===== src/rtl/pkg_ili9341.sv =====
// ILI9341 power-up sequencer: shared constants and the FSM state type.
// When ILI9341_COLMOD_EN is defined, the pixel-format (COLMOD) command and
// its RGB565 argument are part of the sequence. Otherwise they do not exist.
package pkg_ili9341;

  localparam logic HIGH = 1'b1;
  localparam logic LOW  = 1'b0;
  localparam logic ON   = 1'b1;
  localparam logic OFF  = 1'b0;

  localparam logic [7:0] CMD_SWRESET = 8'h01;
  localparam logic [7:0] CMD_SLPOUT  = 8'h11;
  localparam logic [7:0] CMD_DISPON  = 8'h29;
`ifdef ILI9341_COLMOD_EN
  localparam logic [7:0] CMD_COLMOD    = 8'h3A;
  localparam logic [7:0] COLMOD_RGB565 = 8'h55;
`endif

  typedef enum logic [3:0] {
    IDLE     = 4'd0,
    RST_REQ  = 4'd1,
    RST_WAIT = 4'd2,
    SWRST    = 4'd3,
    WAIT_S   = 4'd4,
    SLPOUT   = 4'd5,
    WAIT_L   = 4'd6,
`ifdef ILI9341_COLMOD_EN
    COLMOD_C = 4'd7,
    COLMOD_D = 4'd8,
`endif
    DISPON   = 4'd9,
    DONE     = 4'd10
  } state_e;

endpackage


===== src/rtl/lcd_wait_timer.sv =====
// Loadable down-counter used for the post-command settle delays.
// Loading has priority. While enabled, the counter counts down and stops at zero.
// o_zero reflects the current count. Behaviour does not depend on ILI9341_COLMOD_EN.
module lcd_wait_timer #(
  parameter int W = 8
) (
  input  logic         clk,
  input  logic         rst,
  input  logic         i_load,
  input  logic [W-1:0] i_load_val,
  input  logic         i_en,
  output logic         o_zero
);

  logic [W-1:0] cnt_q, cnt_d;

  // next count: load wins, otherwise decrement toward zero while enabled
  always_comb begin
    cnt_d = cnt_q;
    if (i_load)                  cnt_d = i_load_val;
    else if (i_en && cnt_q != '0) cnt_d = cnt_q - 1'b1;
  end

  // count register, cleared by reset
  always_ff @(posedge clk) begin
    if (rst) cnt_q <= '0;
    else     cnt_q <= cnt_d;
  end

  assign o_zero = (cnt_q == '0);

endmodule


===== src/rtl/lcd_init_seq.sv =====
// ILI9341 init sequencer. It asks for a hardware panel reset, then sends
// SWRESET, waits, sends SLPOUT, waits, and sends DISPON.
// Define ILI9341_COLMOD_EN to insert COLMOD 0x3A / 0x55 (RGB565) before DISPON.
// The outputs are a Moore decode of the state. A wait is N cycles because the
// timer loads N-1 on the byte handshake and the FSM leaves when the timer reads zero.
module lcd_init_seq
  import pkg_ili9341::*;
#(
  parameter int WAIT_SHORT = 20_000,
  parameter int WAIT_LONG  = 480_000
) (
  input  logic       clk,
  input  logic       rst,
  input  logic       i_start,
  output logic       o_busy,
  output logic       o_done,
  output logic       o_reset_ena,
  output logic       o_reset_val,
  input  logic       i_reset_sent,
  output logic       o_spi_valid,
  output logic       o_spi_dc,
  output logic [7:0] o_spi_data,
  input  logic       i_spi_ready
);

  localparam int WMAX = (WAIT_LONG > WAIT_SHORT) ? WAIT_LONG : WAIT_SHORT;
  localparam int CW   = (WMAX > 2) ? $clog2(WMAX) : 1;
  localparam logic [CW-1:0] LD_S = CW'(WAIT_SHORT - 1);
  localparam logic [CW-1:0] LD_L = CW'(WAIT_LONG - 1);

  state_e          state_q, state_d;
  logic            tmr_load, tmr_en, tmr_zero;
  logic [CW-1:0]   tmr_val;

  lcd_wait_timer #(.W(CW)) u_wait (
    .clk        (clk),
    .rst        (rst),
    .i_load     (tmr_load),
    .i_load_val (tmr_val),
    .i_en       (tmr_en),
    .o_zero     (tmr_zero)
  );

  // state register; reset returns to IDLE from anywhere
  always_ff @(posedge clk) begin
    if (rst) state_q <= IDLE;
    else     state_q <= state_d;
  end

  // next state, output decode and timer control
  always_comb begin
    state_d     = state_q;
    o_reset_ena = OFF;
    o_reset_val = HIGH;
    o_spi_valid = OFF;
    o_spi_dc    = LOW;
    o_spi_data  = 8'h00;
    o_busy      = ON;
    o_done      = OFF;
    tmr_load    = 1'b0;
    tmr_val     = '0;
    tmr_en      = 1'b0;
    case (state_q)
      IDLE: begin
        o_busy = OFF;
        if (i_start) state_d = RST_REQ;
      end
      RST_REQ: begin
        o_reset_ena = ON;
        o_reset_val = LOW;
        state_d     = RST_WAIT;
      end
      RST_WAIT: begin
        o_reset_val = LOW;
        if (i_reset_sent) state_d = SWRST;
      end
      SWRST: begin
        o_spi_valid = ON;
        o_spi_data  = CMD_SWRESET;
        if (i_spi_ready) begin
          state_d  = WAIT_S;
          tmr_load = 1'b1;
          tmr_val  = LD_S;
        end
      end
      WAIT_S: begin
        tmr_en = 1'b1;
        if (tmr_zero) state_d = SLPOUT;
      end
      SLPOUT: begin
        o_spi_valid = ON;
        o_spi_data  = CMD_SLPOUT;
        if (i_spi_ready) begin
          state_d  = WAIT_L;
          tmr_load = 1'b1;
          tmr_val  = LD_L;
        end
      end
      WAIT_L: begin
        tmr_en = 1'b1;
`ifdef ILI9341_COLMOD_EN
        if (tmr_zero) state_d = COLMOD_C;
`else
        if (tmr_zero) state_d = DISPON;
`endif
      end
`ifdef ILI9341_COLMOD_EN
      COLMOD_C: begin
        o_spi_valid = ON;
        o_spi_data  = CMD_COLMOD;
        if (i_spi_ready) state_d = COLMOD_D;
      end
      COLMOD_D: begin
        o_spi_valid = ON;
        o_spi_dc    = HIGH;
        o_spi_data  = COLMOD_RGB565;
        if (i_spi_ready) state_d = DISPON;
      end
`endif
      DISPON: begin
        o_spi_valid = ON;
        o_spi_data  = CMD_DISPON;
        if (i_spi_ready) state_d = DONE;
      end
      DONE: begin
        o_done  = ON;
        state_d = IDLE;
      end
      default: begin
        o_busy  = OFF;
        state_d = IDLE;
      end
    endcase
  end

endmodule


===== config.mk =====
export PLATFORM = sky130hd
export DESIGN_NAME = lcd_init_seq
export DESIGN_NICKNAME = d
export VERILOG_FILES = /design/src/rtl/pkg_ili9341.sv /design/src/rtl/lcd_wait_timer.sv /design/src/rtl/lcd_init_seq.sv
export SDC_FILE = /design/constraint.sdc
export NUM_CORES = 1
export LEC_CHECK = 0
export ABC_CLOCK_PERIOD_IN_PS = 2650
export CAP_MARGIN = 20
export CORE_ASPECT_RATIO = 1.25
export CORE_MARGIN = 5
export CORE_UTILIZATION = 53
export DETAILED_ROUTE_END_ITERATION = 10
export GPL_TIMING_DRIVEN = 0
export PLACE_DENSITY = 0.83
export SLEW_MARGIN = 20
export SYNTH_ARGS = -nofsm -noshare
export SYNTH_HDL_FRONTEND = slang
export SYNTH_SLANG_ARGS = --single-unit

===== constraint.sdc =====
create_clock -name clk -period 2.65 [get_ports clk]
set_input_delay 0.3975 -clock clk [delete_from_list [all_inputs] [get_ports clk]]
set_output_delay 0.3975 -clock clk [all_outputs]
set_load 0.01 [all_outputs]

==> impl_metrics.csv <==
group,metric,value,unit
worst_setup_path,cp-end-kind,"flop",
logic_synthesis,synth_edf_count,0,
logic_synthesis,synth_top_area_frac,0.309,
finish,num_antenna_cells,0,
finish,fin_area,1720,um2
route,vias_per_cell,6.09,
worst_setup_path,crit_type,"flop to flop",
floorplan,die_area,3980,um2
worst_setup_path,crit_path_max_fanout,10,
finish,drive_gt1_frac,0.118,
pwr,total_power,812,uW
timing,slew_headroom,0.420,
global_route,grt_overflow,0,
logic_synthesis,yosys.cell_types.count,46,
worst_setup_path,cp.required,2.87,ns
clocking,cts_tree,"done",
finish,fin_util,0.641,
clocking,cts_max_path_buffers,2,
logic_synthesis,post-synth-top-count-cell,"dfxtp_1",
floorplan,core-area,2680,um2
place,port_buffers,13,
place,placed_cell_area,1680,um2
run,maxCapViolCount,0,
global_route,grt_pass1_vias,1507,
logic_synthesis,netlist_area,1490,um2
route,wirelength,3810,um
logic_synthesis,synth_ff_type,"dfxtp_1",
clocking,clock-sinks,23,
global_route,grt_usage,0.203,
logic_synthesis,synth_async_sr_flop_share,0,
route,drtIter0Drc,70,
timing,slew_viol_final,0,
place,gp_congestion,0.903,
timing,rsz0062_at_grt,"yes",
route,wl_per_cell,15.6,um
logic_synthesis,synth_area_leaders,"dfxtp_1, nor3_1, a21oi_1, xor2_1, buf_4",
logic_synthesis,synth_top_cell_by_area,"dfxtp_1",
global_route,antenna_found_initial,0,
logic_synthesis,synth_warnings,0,
timing,fmax,0.391,GHz
route,drc,0,
route,ant_nets,0,
floorplan,fp.dieH,69.3,um
place,place_ws,-0.157,ns
pwr,ir_drop,0.373,mV
timing,hold_ws,0.481,ns
clocking,cts_root_buffer,"clkbuf_4",
clocking,postCtsSetupBuffers,0,
clocking,postCtsHoldBufs,0,
worst_hold_path,min-delay-path-class,"flop to flop",
logic_synthesis,ys_seq_area_frac,0.309,
finish,final_net_count,218,
logic_synthesis,syn_area_per_cell,7.80,um2
clocking,cts_buffers,3,
pwr,power.leakage,0.685,nW
worst_setup_path,ff2ff_path_depth,8,
finish,final_cells,245,
logic_synthesis,postSynthCellCount,191,
outcome,status,"completed",
logic_synthesis,ys_ff_latch,23,
floorplan,num_rows,21,
clocking,clkTransAtPathRegs,0.13,ns
timing,worst_slack,0.0906,ns
route,vias,1493,
place,dp.cells,242,
floorplan,dieWidth,57.4,um
worst_hold_path,min_delay_path_depth,2,
place,dp_hpwl,2860,um
logic_synthesis,synth_common_cells,"dfxtp_1, nor3_1, a21oi_1",
finish,area_growth,15.3,%
worst_setup_path,cp-start-kind,"flop",
timing,setup_violations,0,
timing,fin_crit_sh,0.966,
floorplan,initial_core_util,0.556,
clocking,clk_latency,0.32,ns
pwr,p_per_area,473,nW/um2
global_route,grt_start_max_net_pins,13,
finish,nFillCells,246,
timing,worst_slew_pin_slew,0.861,ns
route,drtPass1Iterations,4,
timing,finalCriticalPeriod,2.56,ns
timing,finalHoldViolations,0,
floorplan,io_pins,19,
clocking,htreeDepth,1,
worst_setup_path,cp.arrival,2.78,ns
global_route,grt_pass1_wl,6640,um
timing,skew,0.00832,ns
timing,tns,0,ns
[metal layers]
| layer | track usage | wire [um] |
|---|---|---|
| met2 | 0.344 | 1940 |
| met4 | 0.0979 | 103 |
| met3 | 0.0317 | 218 |
| met1 | 0.243 | 1550 |
| met5 | 0 | 0 |
[worst paths after layout]
check	from	endpoint	slack, ns
max	u_wait.cnt_q[4]$_SDFFE_PP0P_	u_wait.cnt_q[6]$_SDFFE_PP0P_	0.09
max reg2reg	u_wait.cnt_q[4]$_SDFFE_PP0P_	u_wait.cnt_q[6]$_SDFFE_PP0P_	0.09
min	u_wait.cnt_q[18]$_SDFFE_PP0P_	u_wait.cnt_q[18]$_SDFFE_PP0P_	0.48
min reg2reg	u_wait.cnt_q[18]$_SDFFE_PP0P_	u_wait.cnt_q[18]$_SDFFE_PP0P_	0.48
[power breakdown]
part / total [mW] / internal, mW / switching [mW]
clock: 0.166 / 0.0589 / 0.107
sequential: 0.373 / 0.360 / 0.0135
combinational: 0.273 / 0.120 / 0.153
[cells by family (layout without fill, tap and decap cells)]
| group | count (synthesis) | after routing | synth area share |
|---|---|---|---|
| adders and majority gates | 2 | 2 | 0.0151 |
| and+or+nand+nor | 70 | 70 | 0.254 |
| muxes | 3 | 3 | 0.0210 |
| other | 1 | 5 | 0.00252 |
| AOI/OAI and AO/OA | 55 | 55 | 0.249 |
| buffers and inverters | 30 | 46 | 0.109 |
| DFF | 23 | 23 | 0.309 |
| xor gates and xnor gates | 7 | 7 | 0.0411 |
[sequential cells by signal, indices dropped and copies added, names as in the netlist]
signal        count
u_wait.cnt_q     19
state_q           4
[critical path, stage by stage, from the launching register on]
cell and delay, ns:
dfxtp_2 0.36, or4_1 0.53, buf_2 0.19, or4_4 0.49, buf_6 0.16, o21a_4 0.23
buf_6 0.14, o22a_1 0.19, o21a_1 0.17
[final cells by class]
type | instances | area, um2 | area share
multi-input cells | 142 | 897 | 0.522
clock buffers | 4 | 26.3 | 0.0153
inverters | 9 | 33.8 | 0.0197
flip-flops and latches | 23 | 462 | 0.269
repair buffers | 13 | 130 | 0.0757
well taps | 34 | 42.5 | 0.0248
plain buffers | 20 | 126 | 0.0736
[cells in the final DEF, fill, tap and decap left out, types with 5 or more instances in the layout]
master,Yosys,final
clkbuf_1,10,9
o21ai_0,8,7
conb_1,1,5
nor4_1,5,5
a21oi_1,15,15
dfxtp_1,23,22
xor2_1,7,7
nand2_1,8,8
clkdlybuf4s50_1,0,13
buf_4,7,7
inv_1,9,9
nor2_1,14,14
nor3_1,16,14
[repair_timing]
item,4_1_cts,5_1_grt
hold endpoints to repair,0,0
endpoints found under the setup margin,1,13
resized for setup,0,7
No activity file was read; power rests on OpenSTA's default activity.
